### src/rtl/mac_pkg.sv
// Shared definitions for the MAC datapath (mac_operand_feeder, pipe_mac).
// Default operand and tid widths, the filter size and the feeder FSM state type.
package mac_pkg;

  localparam int DW_DEF          = 32;
  localparam int IDW_DEF         = 8;
  localparam int FILTER_SIZE_DEF = 25;
  localparam int HAS_BIAS_DEF    = 1;

  // Number of words in one filter load with the default parameters.
  localparam int LOAD_LEN = FILTER_SIZE_DEF + HAS_BIAS_DEF;

  typedef enum logic [1:0] {
    LOAD,
    BIAS,
    DATA
  } feeder_state_t;

  function automatic int load_len(input int filter_size, input int has_bias);
    return filter_size + ((has_bias != 0) ? 1 : 0);
  endfunction

endpackage

### src/rtl/axis_reg_slice.sv
// Single-entry AXIS output register; one cycle latency, full throughput.
// Accepts whenever empty or draining; payload holds while out_vld && !out_rdy.
module axis_reg_slice #(
  parameter int W = 64
) (
  input  logic         clk,
  input  logic         rstn,
  input  logic         in_vld,
  output logic         in_rdy,
  input  logic [W-1:0] in_dat,
  output logic         out_vld,
  input  logic         out_rdy,
  output logic [W-1:0] out_dat
);

  assign in_rdy = !out_vld || out_rdy;

  always_ff @(posedge clk or negedge rstn) begin
    if (!rstn) begin
      out_vld <= 1'b0;
      out_dat <= '0;
    end else if (in_rdy) begin
      out_vld <= in_vld;
      if (in_vld) begin
        out_dat <= in_dat;
      end
    end
  end

endmodule

### src/rtl/mac_operand_feeder.sv
// Pairs activations with stored filter weights into {weight, activation} beats for pipe_mac.
// One cycle from activation handshake to maxis_tvalid; saxis_tready follows the output register.
module mac_operand_feeder
  import mac_pkg::*;
#(
  parameter int DW          = DW_DEF,
  parameter int IDW         = IDW_DEF,
  parameter int FILTER_SIZE = FILTER_SIZE_DEF,
  parameter int HAS_BIAS    = HAS_BIAS_DEF
) (
  input  logic            clk,
  input  logic            rstn,
  input  logic [DW-1:0]   swaxis_tdata,
  input  logic            swaxis_tvalid,
  input  logic            swaxis_tlast,
  output logic            swaxis_tready,
  input  logic [DW-1:0]   saxis_tdata,
  input  logic            saxis_tvalid,
  output logic            saxis_tready,
  output logic [2*DW-1:0] maxis_tdata,
  output logic            maxis_tvalid,
  output logic            maxis_tlast,
  output logic            maxis_tuser,
  output logic [IDW-1:0]  maxis_tid,
  input  logic            maxis_tready,
  output logic            weights_loaded,
  output logic            err_wlen
);

  localparam int CW  = $clog2(FILTER_SIZE + 1);
  localparam int LEN = load_len(FILTER_SIZE, HAS_BIAS);

  localparam logic [CW-1:0] LAST_LOAD = CW'(LEN - 1);
  localparam logic [CW-1:0] LAST_J    = CW'(FILTER_SIZE - 1);
  localparam logic [CW-1:0] N_WEIGHTS = CW'(FILTER_SIZE);

  // Where a completed load or a completed window leads.
  localparam feeder_state_t WIN_START = (HAS_BIAS != 0) ? BIAS : DATA;

  typedef struct packed {
    logic [2*DW-1:0] data;
    logic            last;
    logic            user;
    logic [IDW-1:0]  id;
  } beat_t;

  feeder_state_t  state;
  logic [CW-1:0]  ld_cnt;
  logic [CW-1:0]  j;
  logic [IDW-1:0] win_cnt;

  logic [DW-1:0]  w [FILTER_SIZE];
  logic [DW-1:0]  bias;

  logic  push_vld;
  logic  push_rdy;
  beat_t push_dat;
  beat_t out_dat;

  assign swaxis_tready = (state == LOAD);
  assign saxis_tready  = (state == DATA) && push_rdy;

  always_comb begin
    push_vld = 1'b0;
    push_dat = '0;
    case (state)
      BIAS: begin
        // Zero weight: the accumulator starts from exactly the bias value.
        push_vld      = 1'b1;
        push_dat.data = {{DW{1'b0}}, bias};
        push_dat.user = 1'b1;
        push_dat.id   = win_cnt;
      end
      DATA: begin
        push_vld      = saxis_tvalid;
        push_dat.data = {w[j], saxis_tdata};
        push_dat.last = (j == LAST_J);
        push_dat.id   = win_cnt;
      end
      default: begin
        push_vld = 1'b0;
      end
    endcase
  end

  // Register file has no reset; weights_loaded qualifies its contents.
  always_ff @(posedge clk) begin
    if ((state == LOAD) && swaxis_tvalid) begin
      if (ld_cnt < N_WEIGHTS) begin
        w[ld_cnt] <= swaxis_tdata;
      end else begin
        bias <= swaxis_tdata;
      end
    end
  end

  always_ff @(posedge clk or negedge rstn) begin
    if (!rstn) begin
      state          <= LOAD;
      ld_cnt         <= '0;
      j              <= '0;
      win_cnt        <= '0;
      weights_loaded <= 1'b0;
      err_wlen       <= 1'b0;
    end else begin
      case (state)
        LOAD: begin
          if (swaxis_tvalid) begin
            if (swaxis_tlast && (ld_cnt == LAST_LOAD)) begin
              weights_loaded <= 1'b1;
              ld_cnt         <= '0;
              j              <= '0;
              state          <= WIN_START;
            end else if (swaxis_tlast || (ld_cnt == LAST_LOAD)) begin
              // Misframed load: discard it and restart at w[0].
              err_wlen       <= 1'b1;
              weights_loaded <= 1'b0;
              ld_cnt         <= '0;
            end else begin
              ld_cnt <= ld_cnt + 1'b1;
            end
          end
        end
        BIAS: begin
          if (push_rdy) begin
            state <= DATA;
          end
        end
        DATA: begin
          if (saxis_tvalid && push_rdy) begin
            if (j == LAST_J) begin
              j       <= '0;
              win_cnt <= win_cnt + 1'b1;
              if (swaxis_tvalid) begin
                state          <= LOAD;
                weights_loaded <= 1'b0;
              end else begin
                state <= WIN_START;
              end
            end else begin
              j <= j + 1'b1;
            end
          end
        end
        default: begin
          state <= LOAD;
        end
      endcase
    end
  end

  axis_reg_slice #(
    .W($bits(beat_t))
  ) u_out_slice (
    .clk    (clk),
    .rstn   (rstn),
    .in_vld (push_vld),
    .in_rdy (push_rdy),
    .in_dat (push_dat),
    .out_vld(maxis_tvalid),
    .out_rdy(maxis_tready),
    .out_dat(out_dat)
  );

  assign maxis_tdata = out_dat.data;
  assign maxis_tlast = out_dat.last;
  assign maxis_tuser = out_dat.user;
  assign maxis_tid   = out_dat.id;

endmodule

### config.mk
export PLATFORM = sky130hd
export DESIGN_NAME = mac_operand_feeder
export DESIGN_NICKNAME = d
export VERILOG_FILES = /design/src/rtl/mac_pkg.sv /design/src/rtl/axis_reg_slice.sv /design/src/rtl/mac_operand_feeder.sv
export SDC_FILE = /design/constraint.sdc
export NUM_CORES = 1
export LEC_CHECK = 0
export CAP_MARGIN = 20
export CORE_ASPECT_RATIO = 1.4
export CORE_UTILIZATION = 35
export CTS_BUF_LIST = sky130_fd_sc_hd__clkbuf_16
export DETAILED_ROUTE_END_ITERATION = 6
export PLACE_DENSITY = 0.53
export SYNTH_ARGS = -nofsm -noshare
export SYNTH_HDL_FRONTEND = slang
export SYNTH_SLANG_ARGS = --single-unit
### constraint.sdc
create_clock -name clk -period 7.75 [get_ports clk]
set_input_delay 1.1625 -clock clk [delete_from_list [all_inputs] [get_ports clk]]
set_output_delay 1.1625 -clock clk [all_outputs]
set_load 0.005 [all_outputs]
=== Word-level counts from Yosys, hierarchy flattened ===
Memory sizes are Yosys's and may differ from the RTL's.
Index checks and enable logic that the tools add are counted.

* Input port bits: 70
* Logic and storage cells: 74
* Flip-flop bits (word level): 129
* Memories kept: 1
* Bits in writable memories: 800
* Output and inout bits: 79
* Bits in latches: 0
* Memory bits (read-only): 0

* $mul: 0
* Div/mod/pow operators: 0
* Reductions and logical operators: 18
* Shifts and indexed selects: 0
* Mux-type cells: 29
* Add/subtract/negate cells: 3
* Equal/unequal tests: 11
* Magnitude comparators: 1
* Bitwise logic cells: 2

{| class="wikitable"
|+ Memories
! memory !! depth !! width !! read ports !! clocked after Yosys merged registers in !! write ports !! RTL line !! source
|-
| w || 25 || 32 || 1 || 0 || 1 || mac_operand_feeder.sv:52 || <nowiki>logic [DW-1:0] w [FILTER_SIZE];</nowiki>
|}

{| class="wikitable"
|+ Operator list
! cell !! count
|-
| one-hot mux 64 bit (2 select lines) || 1
|-
| two-way mux 5 bit || 6
|-
| two-way mux 1 bit || 12
|-
| adder 5 x 1 -> 5 bit, second input constant || 2
|-
| == test 5 bit, second input constant || 2
|-
| two-way mux 2 bit || 5
|-
| one-hot mux 5 bit (2 select lines) || 1
|-
| adder 8 x 1 -> 8 bit, second input constant || 1
|-
| two-way mux 8 bit || 1
|-
| AND reduction 4 bit || 2
|-
| inequality test 2 x 1 -> 1 bit, second input constant || 3
|-
| inequality test 2 bit, second input constant || 3
|-
| one-hot mux 2 bit (3 select lines) || 1
|-
| AND reduction 2 bit || 3
|-
| AND reduction 6 bit || 1
|-
| < comparator 5 bit, second input constant || 1
|-
| AND reduction 5 bit || 1
|-
| logical AND 1 bit || 4
|-
| one-hot mux 1 bit (2 select lines) || 2
|-
| inequality test 3 x 1 -> 1 bit, second input constant || 1
|-
| AND reduction 3 bit || 1
|-
| == test 2 x 1 -> 1 bit, second input constant || 1
|-
| == test 2 bit, second input constant || 1
|-
| logical NOT 2 bit || 1
|-
| 5 further kinds || 7
|}

=== Depth between registers and ports, before layout ===
Gate-level depths: netlist of the first run.

* Depth after elaboration: 6
* Mapped depth: 11

=== Hierarchy ===
From an unflattened synthesis of the first run, not the netlist that was laid out.

* Cell total of the unflattened synthesis: 1747
* Area, all modules: 36426.2 µm²

{| class="wikitable"
|+ Modules (own cells, without submodules)
! module !! sequential area each (µm²) !! cells an instance !! times used !! area an instance (µm²)
|-
| mac_operand_feeder || 25534.5 || 1587 || 1 || 33314.5
|-
| axis_reg_slice || 1876.8 || 160 || 1 || 3111.7
|}

=== Worst setup path after synthesis of the first run ===
No wires, ideal clock.

* Path type: in2reg
* Start point: input swaxis_tvalid
* End point: memory w[0][0] (netlist bit), enable pin
* Required time: 7249 ps
* Stages on the path: 3
* Slack: 2703 ps
* Data arrival time: 4546 ps
* Path through: nand2_1 > clkbuf_1 > nor4_1

* Word-level cells in the longest chain between the ends: 3

{| class="wikitable"
|+ Ends and longest elaborated chain
! item !! RTL line !! source
|-
| start: declaration || mac_operand_feeder.sv:14 || <nowiki>input logic swaxis_tvalid,</nowiki>
|-
| logical AND 1 bit || mac_operand_feeder.sv:88 || <nowiki>if ((state == LOAD) && swaxis_tvalid) begin</nowiki>
|-
| two-way mux 1 bit || mac_operand_feeder.sv:88 ||
|-
| two-way mux 1 bit (implied by the code) || mac_operand_feeder.sv:90 || <nowiki>w[ld_cnt] <= swaxis_tdata;</nowiki>
|-
| end: declaration || mac_operand_feeder.sv:52 ||
|}

Every way passes these cells.

=== Worst setup path in the final report of the first run ===
* Start point: register state[0]
* End point: output saxis_tready

* Word-level cells in the longest chain between the ends: 2

{| class="wikitable"
|+ Ends and longest elaborated chain
! item !! RTL line !! source
|-
| start: declaration || mac_operand_feeder.sv:47 || <nowiki>feeder_state_t state;</nowiki>
|-
| start signal: assignment || mac_operand_feeder.sv:99 || <nowiki>state <= LOAD;</nowiki>
|-
| start signal: assignment || mac_operand_feeder.sv:113 || <nowiki>state <= WIN_START;</nowiki>
|-
| start signal: assignment || mac_operand_feeder.sv:126 || <nowiki>state <= DATA;</nowiki>
|-
| == test 2 bit || mac_operand_feeder.sv:61 || <nowiki>assign saxis_tready = (state == DATA) && push_rdy;</nowiki>
|-
| logical AND 1 bit || mac_operand_feeder.sv:61 ||
|-
| end: declaration || mac_operand_feeder.sv:19 || <nowiki>output logic saxis_tready,</nowiki>
|}

Every way passes these cells.

==> results by group, run 1 <==
Outcome
  – Status: completed

Synthesis
  – Main combinational cell family by area after synthesis: multiplexers
  – Largest area contributor in the netlist: edfxtp_1
  – Syn Area/Cell: 19.3 sq um
  – Sequential area share after synthesis: 0.767
  – Commonest cells post-synth: 832 x edfxtp_1, 146 x mux4_2, 139 x nand2_1
  – Post-synth EDFFs: 832
  – Mapped Area: 35700 sq um
  – FF+latch count, synth: 929
  – Synth Area in Compound Gates: 0.0459
  – Ys async rst share: 0.104
  – XOR/XNOR share of the synthesized area: 0.00172
  – Synth cell types: 50
  – Post-synth top area share: 0.699
  – Cell with the most instances after synthesis: edfxtp_1
  – Post-synthesis mux area share: 0.132
  – Post-synthesis cell count: 1848
  – Adder-cell share of the synthesized area: 0.00385
  – Syn_nets: 1929
  – Ys Warns: 0
  – Simple-gate area share of the yosys netlist: 0.0347
  – Top FF cell, synth: edfxtp_1
  – Synth top area cells: edfxtp_1 70%, mux4_2 9.2%, dfrtp_1 6.8%, mux2i_1 3.6%, nand2_1 1.5%

Floorplan
  – Row Count: 138
  – Die ar.: 103000 sq um
  – IO Pins: 149
  – Core area: 101000 sq um
  – Die X: 272 microns
  – Starting density of the core: 0.353
  – Die H: 380 microns

Clock tree
  – Count of hold buffers inserted by post-cts repair: 0
  – Post-CTS setup buffer count: 0
  – # clock sinks: 929
  – CTS tree: built
  – Clk_lat worst skew: 680 ps
  – CTS buffer count: 87
  – H-tree depth: 3
  – Reg clk slew, reported paths: 60 ps
  – Root Buffer: clkbuf_16
  – Clock Path Buffers: 3
  – CTS resizes: 0

Detailed routing
  – First-pass iteration count of the detailed router: 5
  – DR vias/cell: 5.38
  – Wire length per cell: 28.1 microns
  – Detailed Route WL: 96800 microns
  – Starting DRT DRC Count: 1453
  – Detailed-route via count: 18534
  – Residual DRC count: 0
  – Detail Route Antenna Nets: 0

STA
  – Slew @ Worst Pin: 1220 ps
  – Setup-violating endpoint count in the final report: 0
  – Pins Over Slew Limit: 0
  – Slew HR: 0.185
  – Sum Neg Setup Slack: 0 ps
  – Post-route setup slack: 3970 ps
  – Tcrit/Tclk final: 0.487
  – Fmax: 265 MHz
  – Hold Fails Final Rpt: 0
  – RSZ-0062 raised after global routing: no
  – Worst Skew: 16.8 ps
  – Post-layout min period: 3780 ps
  – Hold Slack: 478 ps

Power
  – Power Density: 300 nW/um^2
  – Worst vdd ir: 223 uV
  – P_leak: 13.6 nW

Worst setup path
  – Crit path cell chain: inv_1 > ha_1 > inv_1 > nor2_1 > clkdlybuf4s50_1
  – CP peak stage delay: 510 ps
  – CP max stage cell: ha_1
  – RR Endpoint: state[0]$_DFFE_PN0P_
  – Largest fanout on the critical path: 14
  – Reg2reg start: j[0]$_DFFE_PN0P_
  – CP Class: reg2out
  – Crit path capture type: primary output
  – Crit path DAT: 2620 ps
  – Worst Path Required: 6590 ps
  – Startpoint types: register
  – Flop2flop setup slack: 4030 ps
  – Reg2Reg Depth: 7
  – Most frequent CP cell: inv_1

Global route
  – Grt ovf: 0
  – Vias in the first global route: 19608
  – Global-route wire length before repair: 139000 microns
  – Pin count of the biggest net entering global routing: 133
  – Initial antenna violation count: 5
  – GRT Util Overall: 0.188

Cells and area
  – FF+latch area: 27400 sq um
  – Share of post-route cells with drive strength above 1: 0.183
  – Layout area overhead: 17.6%
  – Multi-input logic area: 7960 sq um
  – Fillers: 9048
  – Layout Nets: 2124

Flow run
  – Max_cap viols: 0

Place
  – I/O Buffers: 148
  – HPWL Detailed: 57200 microns
  – RD Place Congestion: 0.808
  – Dpl ws: 3800 ps

Hold path
  – Min-delay src: u_out_slice.out_dat[45]$_DFFE_PN0P_
  – Hold Path End: u_out_slice.out_dat[45]$_DFFE_PN0P_
  – Cells on Worst Hold Path: 2
  – Hold Crit Class: reg2reg
-- registers in the layout (all words and copies together), names as in the netlist, 2 cells and up --
name	cells
u_out_slice.out_dat	74
bias	32
j	5
ld_cnt	5
state	2
w	800
win_cnt	8
-- metal layers --
layer | share of wire | track usage
met2 | 0.53 | 0.333
met5 | 0.00012 | 0
met1 | 0.39 | 0.231
met4 | 0.033 | 0.0714
met3 | 0.043 | 0.0247
-- where the power goes --
group          internal, W  total [W]  switching [W]
Sequential         0.00572    0.00595       0.000232
Combinational      0.00110    0.00245        0.00134
Clock              0.00233    0.00421        0.00188
Total              0.00915     0.0126        0.00345
-- placed cells by master, fill, tap and decap left out, types with 39 or more instances in the layout --
cell type | netlist | routed
edfxtp_1 | 832 | 832
clkdlybuf4s50_1 | 0 | 147
mux4_2 | 146 | 146
nand2_1 | 139 | 139
mux2i_1 | 128 | 128
dfrtp_1 | 97 | 94
clkbuf_16 | 0 | 89
a22oi_1 | 51 | 51
buf_4 | 14 | 48
o21ai_0 | 43 | 43
a21oi_1 | 39 | 39
-- critical path, delay by kind of cell, from the launching register on --
kind,cells,cell delay [ps]
buf+inv,3,860
fa+ha+maj,1,510
simple gates,1,160
flops,1,410
-- per-stage QoR --
| step | instance area, sq um | cells | util | total power (W) |
|---|---|---|---|---|
| final | 42000 | 3447 | 0.415 | 0.0126 |
| after detailed placement | 39100 | 3278 | 0.387 | 0.00855 |
| after global placement | 39000 | 3270 | 0.385 | 0.00850 |
| after global routing | 42000 | 3447 | 0.415 | 0.0131 |
| after floorplan | 35700 | 1848 | - | 0.00747 |
| after CTS | 41900 | 3440 | 0.414 | 0.0127 |
-- layout make-up --
class	instances	share of cell area
Antenna cell	1	0.0000595
Tap cell	1330	0.0396
Timing Repair Buffer	211	0.0513
Clock inverter	73	0.0133
Sequential cell	929	0.652
Multi-Input combinational cell	803	0.189
Inverter	11	0.000982
Clock buffer	89	0.0530
-- cell families (layout without fill, tap and decap cells) --
kind of cell             count (synthesis)  count (layout)
buffers and inverters                  116             384
XOR/XNOR                                 7               7
AO/OA/AOI/OAI                          239             239
other                                    0               1
flip-flops                             929             929
multiplexers                           287             287
AND/OR/NAND/NOR                        259             259
adder cells (fa/ha/maj)                 11              11
-- worst max-delay path by stage --
stage / from / end / slack (ps) / depth (start not counted)
2_1_floorplan: swaxis_tvalid / w[0][0]$_DFFE_PP_ / 2700 / 3
3_3_place_gp: swaxis_tvalid / w[5][8]$_DFFE_PP_ / 3800 / 5
3_5_place_dp: swaxis_tvalid / w[10][18]$_DFFE_PP_ / 3800 / 6
4_1_cts: state[0]$_DFFE_PN0P_ / saxis_tready / 3980 / 5
5_1_grt: j[0]$_DFFE_PN0P_ / state[0]$_DFFE_PN0P_ / 3770 / 7
6_report: state[0]$_DFFE_PN0P_ / saxis_tready / 3970 / 5
Note: power is estimated with default switching activity, not from simulation.
==> run 2: changes to the inputs <==
--- a/config.mk
+++ b/config.mk
@@ -10,7 +10,7 @@
 export CORE_UTILIZATION = 35
 export CTS_BUF_LIST = sky130_fd_sc_hd__clkbuf_16
 export DETAILED_ROUTE_END_ITERATION = 6
-export PLACE_DENSITY = 0.53
+export PLACE_DENSITY = 0.55
 export SYNTH_ARGS = -nofsm -noshare
 export SYNTH_HDL_FRONTEND = slang
 export SYNTH_SLANG_ARGS = --single-unit
==> constraint.sdc (replaced) <==
create_clock -name clk -period 3.4 [get_ports clk]
set_input_delay 0.51 -clock clk [delete_from_list [all_inputs] [get_ports clk]]
set_output_delay 0.51 -clock clk [all_outputs]
set_load 0.005 [all_outputs]
==> run 2 against run 1 <==
  * Final area increased by 1.4%
  * Via count decreased by 0.10%
  * Total power is 130% higher
  * Combinational power increased by 140%
  * Routed wire length fell by 2.8%
==> results by group, run 2 (synthesis results as in run 1) <==
Detailed routing
  – Detailed Route WL: 94000 microns
  – First-pass iteration count of the detailed router: 7
  – Residual DRC count: 0
  – Starting DRT DRC Count: 1243
  – DR vias/cell: 5.30
  – Wire length per cell: 26.9 microns
  – Detail Route Antenna Nets: 0
  – Detailed-route via count: 18515

STA
  – RSZ-0062 raised after global routing: no
  – Pins Over Slew Limit: 0
  – Hold Fails Final Rpt: 0
  – Slew HR: 0.259
  – Slew @ Worst Pin: 1110 ps
  – Setup-violating endpoint count in the final report: 0
  – Tcrit/Tclk final: 0.947
  – Worst Skew: 27.8 ps
  – Post-layout min period: 3220 ps
  – Sum Neg Setup Slack: 0 ps
  – Fmax: 311 MHz

Cells and area
  – Post-layout util: 0.421
  – Commonest non-fill, non-tap cell in the layout: edfxtp_1
  – Top flop regs: w x800, u_out_slice.out_dat x74, bias x32
  – Fin cells: 3496
  – Share of post-route cells with drive strength above 1: 0.196
  – Most frequent cells in the layout: 832 x edfxtp_1, 147 x clkdlybuf4s50_1, 146 x mux4_2
  – Layout area overhead: 19.2%
  – N_diodes: 0
  – Max reg flops: 800
  – Layout Nets: 2173
  – Reg with most FFs: w
  – Design Area, Final: 42600 sq um

Global route
  – Global-route wire length before repair: 137000 microns
  – Vias in the first global route: 19689
  – GRT Util Overall: 0.183
  – Initial antenna violation count: 1
  – Grt ovf: 0
  – Pin count of the biggest net entering global routing: 79

Clock tree
  – CTS tree: built
  – Clk_lat worst skew: 680 ps
  – H-tree depth: 3
  – Root Buffer: clkbuf_16
  – Post-CTS setup buffer count: 0
  – Reg clk slew, reported paths: 60 ps
  – Clock Path Buffers: 3
  – CTS resizes: 0
  – Count of hold buffers inserted by post-cts repair: 1
  – # clock sinks: 929
  – CTS buffer count: 88

Power
  – P_leak: 13.9 nW
  – Worst vdd ir: 385 uV
  – Sequential share of power: 0.467
  – Clk pwr share: 0.332
  – Power Density: 678 nW/um^2
  – Pint: 0.0211 W
  – Combinational share of power: 0.201
  – P_sw: 0.00783 W
  – Switching Fraction: 0.271

Floorplan
  – Row Count: 138
  – Die H: 380 microns
  – Starting density of the core: 0.353
  – Die ar.: 103000 sq um
  – Core area: 101000 sq um
  – Die X: 272 microns
  – IO Pins: 149

Worst setup path
  – Worst Path Required: 2890 ps
  – Startpoint types: register
  – CP Class: reg2out
  – Crit path capture type: primary output
  – Largest fanout on the critical path: 14
  – Crit path DAT: 2710 ps

Place
  – I/O Buffers: 148
  – HPWL Detailed: 57500 microns
  – Cells after DPL: 3329
  – RD Place Congestion: 0.804
  – Placed Area: 39800 sq um

Hold path
  – Hold Crit Class: in2async

Outcome
  – Status: completed

Flow run
  – Max_cap viols: 0
## run 2: cell types whose count changed in the layout (fill, tap and decap cells not counted), moves of 5 or more
cell	before	now
clkinv_1	15	24
buf_16	6	1
nor3_2	7	1
buf_4	48	81
clkinv_2	20	14
buf_8	5	0
buf_12	3	28
nor3_4	0	6
## run 2: critical path, cell delays in order, from the launching register on
cell	delay (ps)
dfrtp_1	410
inv_1	100
ha_1	510
inv_1	260
nor2_1	230
clkdlybuf4s50_1	530
## run 2: through the flow
stage | hold WS [ps] | setup WS (ps) | power, W
global placement | 474 | 575 | 0.0196
floorplan | 214 | -1250 | 0.0170
global route | 382 | 39.9 | 0.0300
detailed placement | 489 | 490 | 0.0197
finish | 362 | 182 | 0.0289
CTS | 356 | 153 | 0.0292
## run 2: power groups by stage
stage | registers, W | logic, W | clock network, W
3_5_place_dp | 0.0137 | 0.00592 | 0
5_1_grt | 0.0136 | 0.00627 | 0.0102
4_1_cts | 0.0135 | 0.00593 | 0.00979
6_report | 0.0135 | 0.00581 | 0.00959
3_3_place_gp | 0.0137 | 0.00586 | 0
2_1_floorplan | 0.0135 | 0.00353 | 0
## run 2: metal layers
layer / track usage / vias to the layer above / wire [microns]
met5: 0 / - / 0
met3: 0.0270 / 104 / 3760
met4: 0.0498 / 0 / 1980
met1: 0.225 / 9909 / 37900
met2: 0.333 / 479 / 50400
li1: - / 8023 / -
## run 2: path summary, 6_finish.rpt
check / start / endpoint / slack, ps / cells after the start
min reg2reg: u_out_slice.out_dat[64]$_DFFE_PN0P_ / u_out_slice.out_dat[64]$_DFFE_PN0P_ / 500 / 2
min in group clk: saxis_tdata[0] / u_out_slice.out_dat[10]$_DFFE_PN0P_ / 480 / 3
max reg2reg: state[0]$_DFFE_PN0P_ / u_out_slice.out_dat[18]$_DFFE_PN0P_ / 680 / 7
min: rstn / u_out_slice.out_dat[32]$_DFFE_PN0P_ / 360 / 2
max in group asynchronous: rstn / j[2]$_DFFE_PN0P_ / 2160 / 3
max: state[0]$_DFFE_PN0P_ / saxis_tready / 180 / 5
## run 2: layout make-up
| class | instances | area, sq um |
|---|---|---|
| flip-flops and latches | 929 | 27400 |
| multi-input cells | 803 | 7990 |
| repair buffers | 259 | 2700 |
| clock inverters | 75 | 557 |
| clock buffers | 89 | 2230 |
| fillers | 9029 | 58600 |
| inverters | 11 | 41.3 |
| well taps | 1330 | 1660 |
